`src/rtl/bus_if_burst.sv`:
```
// Multiplexed 8-bit bus master: ADDR_BYTES address phases then 1..MAX_BURST data beats over 4-phase req/ack.
// Each phase takes >=2 cycles plus peripheral ack delay; a stalled phase is aborted by the TIMEOUT watchdog.
module bus_if_burst #(
  parameter int ADDR_BYTES = 2,
  parameter int MAX_BURST  = 4,
  parameter int TIMEOUT    = 255,
  localparam int LW = $clog2(MAX_BURST),
  localparam int AW = 8 * ADDR_BYTES
) (
  input  logic          clk,
  input  logic          rst_n,
  input  logic          bus_handshake_ack,
  output logic          bus_handshake_req,
  output logic [1:0]    bus_state,
  output logic          bus_last,
  input  logic [7:0]    bus_data_in,
  output logic [7:0]    bus_data_out,
  output logic          bus_output_enable,
  input  logic          memory_read,
  input  logic          memory_write,
  input  logic [AW-1:0] memory_addr,
  input  logic [LW-1:0] memory_len,
  input  logic [7:0]    memory_wdata,
  output logic [7:0]    memory_rdata,
  output logic          memory_beat,
  output logic          memory_done,
  output logic          memory_error
);
  localparam int IW = (ADDR_BYTES > 1) ? $clog2(ADDR_BYTES) : 1;
  localparam int WW = (TIMEOUT > 0) ? $clog2(TIMEOUT + 1) : 1;
  localparam logic [IW-1:0] IDX_LAST = IW'(ADDR_BYTES - 1);
  localparam logic [WW-1:0] WD_LIMIT = WW'(TIMEOUT);

  localparam logic [1:0] S_IDLE = 2'd0;
  localparam logic [1:0] S_ADDR = 2'd1;
  localparam logic [1:0] S_DATA = 2'd2;

  logic [1:0]    state_q, state_d;
  logic [IW-1:0] idx_q, idx_d;
  logic [LW-1:0] beat_q, beat_d;
  logic [LW-1:0] len_q, len_d;
  logic [AW-1:0] addr_q, addr_d;
  logic          wr_q, wr_d;
  logic          req_q, req_d;
  logic [WW-1:0] wdog_q, wdog_d;
  logic [7:0]    rdata_q, rdata_d;
  logic          beat_pls_q, beat_pls_d;
  logic          done_q, done_d;
  logic          error_q, error_d;
  logic          complete;
  logic          expired;
  logic [7:0]    addr_byte;

  assign complete = (state_q != S_IDLE) && req_q && bus_handshake_ack;
  assign expired  = (TIMEOUT > 0) && (state_q != S_IDLE) && !complete && (wdog_q == WD_LIMIT);

  always_comb begin
    state_d    = state_q;
    idx_d      = idx_q;
    beat_d     = beat_q;
    len_d      = len_q;
    addr_d     = addr_q;
    wr_d       = wr_q;
    req_d      = req_q;
    wdog_d     = wdog_q;
    rdata_d    = rdata_q;
    beat_pls_d = 1'b0;
    done_d     = 1'b0;
    error_d    = 1'b0;
    if (state_q == S_IDLE) begin
      // A pending done/error pulse blocks re-trigger so a held request restarts one cycle later.
      if ((memory_read || memory_write) && !done_q && !error_q) begin
        addr_d  = memory_addr;
        len_d   = memory_len;
        wr_d    = !memory_read;
        idx_d   = '0;
        wdog_d  = '0;
        state_d = S_ADDR;
      end
    end else if (complete) begin
      req_d  = 1'b0;
      wdog_d = '0;
      if (state_q == S_ADDR) begin
        if (idx_q == IDX_LAST) begin
          idx_d   = '0;
          beat_d  = '0;
          state_d = S_DATA;
        end else begin
          idx_d = idx_q + 1'b1;
        end
      end else begin
        beat_pls_d = 1'b1;
        if (!wr_q) rdata_d = bus_data_in;
        if (beat_q == len_q) begin
          done_d  = 1'b1;
          state_d = S_IDLE;
        end else begin
          beat_d = beat_q + 1'b1;
        end
      end
    end else if (expired) begin
      req_d   = 1'b0;
      wdog_d  = '0;
      error_d = 1'b1;
      state_d = S_IDLE;
    end else begin
      // Waiting for ack to fall first keeps every phase a full 4-phase cycle.
      if (!req_q && !bus_handshake_ack) req_d = 1'b1;
      if (TIMEOUT > 0) wdog_d = wdog_q + 1'b1;
    end
  end

  always_comb begin
    bus_state         = 2'b00;
    bus_last          = 1'b0;
    bus_output_enable = 1'b0;
    bus_data_out      = 8'h00;
    addr_byte         = 8'h00;
    for (int k = 0; k < ADDR_BYTES; k++) begin
      if (idx_q == IW'(k)) addr_byte = addr_q[8*k +: 8];
    end
    case (state_q)
      S_ADDR: begin
        bus_output_enable = 1'b1;
        bus_data_out      = addr_byte;
        bus_state         = (idx_q == '0) ? 2'b00 : 2'b01;
      end
      S_DATA: begin
        bus_state         = {1'b1, wr_q};
        bus_last          = (beat_q == len_q);
        bus_output_enable = wr_q;
        bus_data_out      = wr_q ? memory_wdata : 8'h00;
      end
      default: ;
    endcase
  end

  always_ff @(posedge clk or negedge rst_n) begin
    if (!rst_n) begin
      state_q    <= S_IDLE;
      idx_q      <= '0;
      beat_q     <= '0;
      len_q      <= '0;
      addr_q     <= '0;
      wr_q       <= 1'b0;
      req_q      <= 1'b0;
      wdog_q     <= '0;
      rdata_q    <= 8'h00;
      beat_pls_q <= 1'b0;
      done_q     <= 1'b0;
      error_q    <= 1'b0;
    end else begin
      state_q    <= state_d;
      idx_q      <= idx_d;
      beat_q     <= beat_d;
      len_q      <= len_d;
      addr_q     <= addr_d;
      wr_q       <= wr_d;
      req_q      <= req_d;
      wdog_q     <= wdog_d;
      rdata_q    <= rdata_d;
      beat_pls_q <= beat_pls_d;
      done_q     <= done_d;
      error_q    <= error_d;
    end
  end

  assign bus_handshake_req = req_q;
  assign memory_rdata      = rdata_q;
  assign memory_beat       = beat_pls_q;
  assign memory_done       = done_q;
  assign memory_error      = error_q;
endmodule
```
`config.mk`:
```
export PLATFORM = sky130hd
export DESIGN_NAME = bus_if_burst
export DESIGN_NICKNAME = d
export VERILOG_FILES = /design/src/rtl/bus_if_burst.sv
export SDC_FILE = /design/constraint.sdc
export NUM_CORES = 1
export LEC_CHECK = 0
export ABC_CLOCK_PERIOD_IN_PS = 2950
export CORE_AREA = 2 2 103 55
export CTS_BUF_LIST = sky130_fd_sc_hd__clkbuf_16
export CTS_CLUSTER_DIAMETER = 120
export CTS_CLUSTER_SIZE = 10
export DETAILED_ROUTE_END_ITERATION = 10
export DIE_AREA = 0 0 105 57
export PLACE_DENSITY = 0.75
export RECOVER_POWER = 100
export SETUP_SLACK_MARGIN = 0.2
export SYNTH_ARGS = -nofsm -noshare
export SYNTH_HDL_FRONTEND = slang
export SYNTH_SLANG_ARGS = --single-unit
```
`constraint.sdc`:
```
create_clock -name clk -period 2.95 [get_ports clk]
set_clock_uncertainty 0.05 [all_clocks]
set_input_delay 0.885 -clock clk [delete_from_list [all_inputs] [get_ports clk]]
set_output_delay 0.885 -clock clk [all_outputs]
set_load 0.02 [all_outputs]
```
==> results.py <==
metrics = {
    "pwr": {
        "p_switching_mw": 1.14,
        "cellLeakagePower_nw": 1.27,
        "vdd_drop_max_mv": 0.340,
        "power.sequential.fraction": 0.344,
        "power.clock.fraction": 0.172,
        "internal_power_mw": 1.81,
        "switching_power_share_of_the_total": 0.386,
        "power-per-cell-area_nw_per_um2": 995,
        "comb_power_frac": 0.483,
    },
    "placed_design": {
        "buffer_ports.inserted": 62,
        "gp_congestion": 0.781,
        "post_dp_cell_area_um2": 2970,
        "detailed_place_hpwl_um": 3540,
    },
    "critical_path": {
        "worst-path-max-fanout": 1,
        "worst_setup_path_start_kind": "primary input",
        "worstSetupPathType": "in2out",
        "worstPathArrival_ps": 1900,
        "cp-end-kind": "output port",
        "cp.buffers_inverters": 2,
        "cp_top_family": "buffers and inverters",
        "highest_cell_delay_on_the_worst_timing_path_ps": 460,
        "worst_ep_required_time_ps": 2020,
        "cpMaxStageDelayCell": "sky130_fd_sc_hd__clkdlybuf4s50_1",
        "crit_chain": "clkdlybuf4s50_1 -> a21oi_1 -> nor2b_1 -> clkdlybuf4s25_1",
    },
    "cells_and_area": {
        "stdcell_area_um2": 2970,
        "drive_gt1_frac": 0.107,
        "layout.nets": 306,
        "areaGrowthSynthToFinish_pct": 32.3,
        "num_antenna_cells": 0,
    },
    "clock_network": {
        "ctsHtreeMaxLevel": 2,
        "clkLatencyLatePin_ps": 280,
        "cts_made_buffers": 5,
        "clockBufferDepth": 2,
        "post_cts_hold_buffer_count": 0,
        "cts.root.buffer_cell": "sky130_fd_sc_hd__clkbuf_16",
        "worst_setup_hold_path_clk_slew_ps": 60,
        "clkSinkCount": 44,
        "cts_tree": "done",
    },
    "synthesis": {
        "asyncSetResetFlopFracSynth": 1.00,
        "synth_seq_cells": 44,
        "post_synth_instance_area_um2": 2240,
        "synth.cells.most_frequent": "sky130_fd_sc_hd__dfrtp_1 (44), sky130_fd_sc_hd__nor2_1 (18), sky130_fd_sc_hd__mux2_4 (16)",
        "post_synth_num_cell_types": 41,
        "dominantRegCellSynth": "sky130_fd_sc_hd__dfrtp_1",
        "synth_top_area_share": 0.491,
        "seq_area_frac_synth": 0.491,
        "yosysMostFrequentCell": "sky130_fd_sc_hd__dfrtp_1",
        "synth_area_leader": "sky130_fd_sc_hd__dfrtp_1",
        "synth_cells": 193,
        "yosys_warnings": 0,
        "synth_edf_count": 0,
        "top_post_synthesis_cells_by_area": "sky130_fd_sc_hd__dfrtp_1 (49%), sky130_fd_sc_hd__mux2_4 (11%), sky130_fd_sc_hd__mux2_2 (5.5%), sky130_fd_sc_hd__mux2i_1 (4.0%), sky130_fd_sc_hd__nor2_1 (3.0%)",
        "synthesis.nets": 237,
        "postSynthAreaPerCell_um2": 11.6,
    },
    "route": {
        "drt-initial-drc-count": 65,
        "drcViolationCount": 0,
        "route.detailed.vias_per_inst": 4.88,
        "finalWirelength_um": 4650,
        "ant_nets": 0,
        "routedWlPerCell_um": 13.9,
        "detailroute.via_count": 1635,
        "drt_pre_antenna_iters": 4,
    },
    "timing": {
        "fin_hold_ws_ps": 441,
        "final.period_utilization": 0.960,
        "rsz0062_at_grt": "yes",
        "final-hold-violation-count": 0,
        "period_minus_slack_ps": 2830,
        "transition_time_of_the_tightest_slew_check_pin_ps": 947,
        "max_slew_margin": 0.369,
        "final_max_slew_viol_count": 0,
        "fmax_ghz": 0.353,
        "setup_viol_count_final": 0,
    },
    "global_routing": {
        "grt_start_max_net_pins": 23,
        "gr-total-overflow": 0,
        "antenna_found_initial": 0,
        "grt_first_pass_wirelength_um": 7730,
        "first_global_vias": 1596,
        "grt.total_usage": 0.167,
    },
    "floorplan": {
        "vertical_die_dimension_um": 57,
        "die_area_um2": 5990,
        "design.portCount": 63,
        "row_count": 19,
        "floorplan.initialDensity": 0.433,
        "placeableCoreArea_um2": 5180,
        "chipWidth_um": 105,
    },
    "outcome": {
        "outcome": "completed",
    },
    "worst_hold_path": {
        "class_of_the_worst_hold_path": "reg2reg",
    },
    "job": {
        "maxcap_violations": 0,
    },
}
sequential cells by signal, summed over array words and instances, names as in the netlist:
name	flops
wdog_q	8
bus_handshake_req	1
memory_beat	1
addr_q	16
idx_q	1
memory_done	1
state_q	2
wr_q	1
beat_q	2
len_q	2
memory_rdata	8
memory_error	1
cell families after synthesis:
group	synth area share
buf+inv	0.0285
fa+ha+maj	0.0279
flops	0.491
compound gates	0.111
simple gates	0.131
mux	0.203
xor+xnor	0.00781
cell type report:
type | instances | area, um2
fillers | 499 | 2220
multi-input cells | 138 | 1010
flip-flops and latches | 44 | 1100
clock inverters | 2 | 8.76
inverters | 4 | 17.5
well taps | 73 | 91.3
clock buffers | 5 | 125
repair buffers | 69 | 609
final timing paths:
| kind | slack (ps) | to | startpoint | cells after the start |
|---|---|---|---|---|
| worst max-delay path | 120 | bus_data_out[7] | memory_wdata[7] | 4 |
| worst min-delay path | 440 | addr_q[10] | addr_q[10] | 1 |
| worst max register to register | 650 | addr_q[8] | state_q[1] | 5 |
| worst min register to register | 440 | addr_q[10] | addr_q[10] | 1 |
| max in group asynchronous | 850 | memory_rdata[7] | rst_n | 2 |
| min in group asynchronous | 660 | wdog_q[6] | rst_n | 1 |
routing by layer:
metal,share of wire,global-route usage
met5,0,0
met4,0.0052,0.0457
met1,0.54,0.255
met3,0.060,0.0526
met2,0.40,0.229
stage by stage:
| stage | std cells | setup TNS [ps] | setup WS [ps] | util | total power [mW] |
|---|---|---|---|---|---|
| 2_1_floorplan | 193 | 0 | 478 | - | 2.16 |
| 3_3_place_gp | 328 | -758 | -103 | 0.572 | 2.71 |
| 3_5_place_dp | 328 | -890 | -135 | 0.572 | 2.74 |
| 4_1_cts | 335 | 0 | 171 | 0.599 | 3.23 |
| 5_1_grt | 335 | 0 | 86.3 | 0.572 | 3.18 |
| 6_report | 335 | 0 | 119 | 0.572 | 2.95 |
placed cells by master, fill, tap and decap left out, types with 8 or more instances in the layout:
cell type,instances
sky130_fd_sc_hd__o21ai_0,11
sky130_fd_sc_hd__dlygate4sd3_1,15
sky130_fd_sc_hd__clkbuf_1,10
sky130_fd_sc_hd__nor2_1,18
sky130_fd_sc_hd__mux2_1,16
sky130_fd_sc_hd__clkdlybuf4s50_1,35
sky130_fd_sc_hd__nor2b_1,8
sky130_fd_sc_hd__mux2_2,11
sky130_fd_sc_hd__dfrtp_1,44
sky130_fd_sc_hd__nand2_1,11
sky130_fd_sc_hd__mux2i_1,9
sky130_fd_sc_hd__a21oi_1,9
power by group through the flow:
stage | Sequential [mW] | Clock [mW] | Combinational (mW)
floorplan | 1.07 | 0 | 1.09
global placement | 1.02 | 0 | 1.69
detailed placement | 1.03 | 0 | 1.71
CTS | 1.03 | 0.523 | 1.68
global route | 1.05 | 0.550 | 1.58
finish | 1.02 | 0.509 | 1.43
what timing repair did:
item,CTS,global route
setup endpoints to repair,11,10
resized for setup,27,12
setup buffers,0,0
No activity file was read; power rests on OpenSTA's default activity.
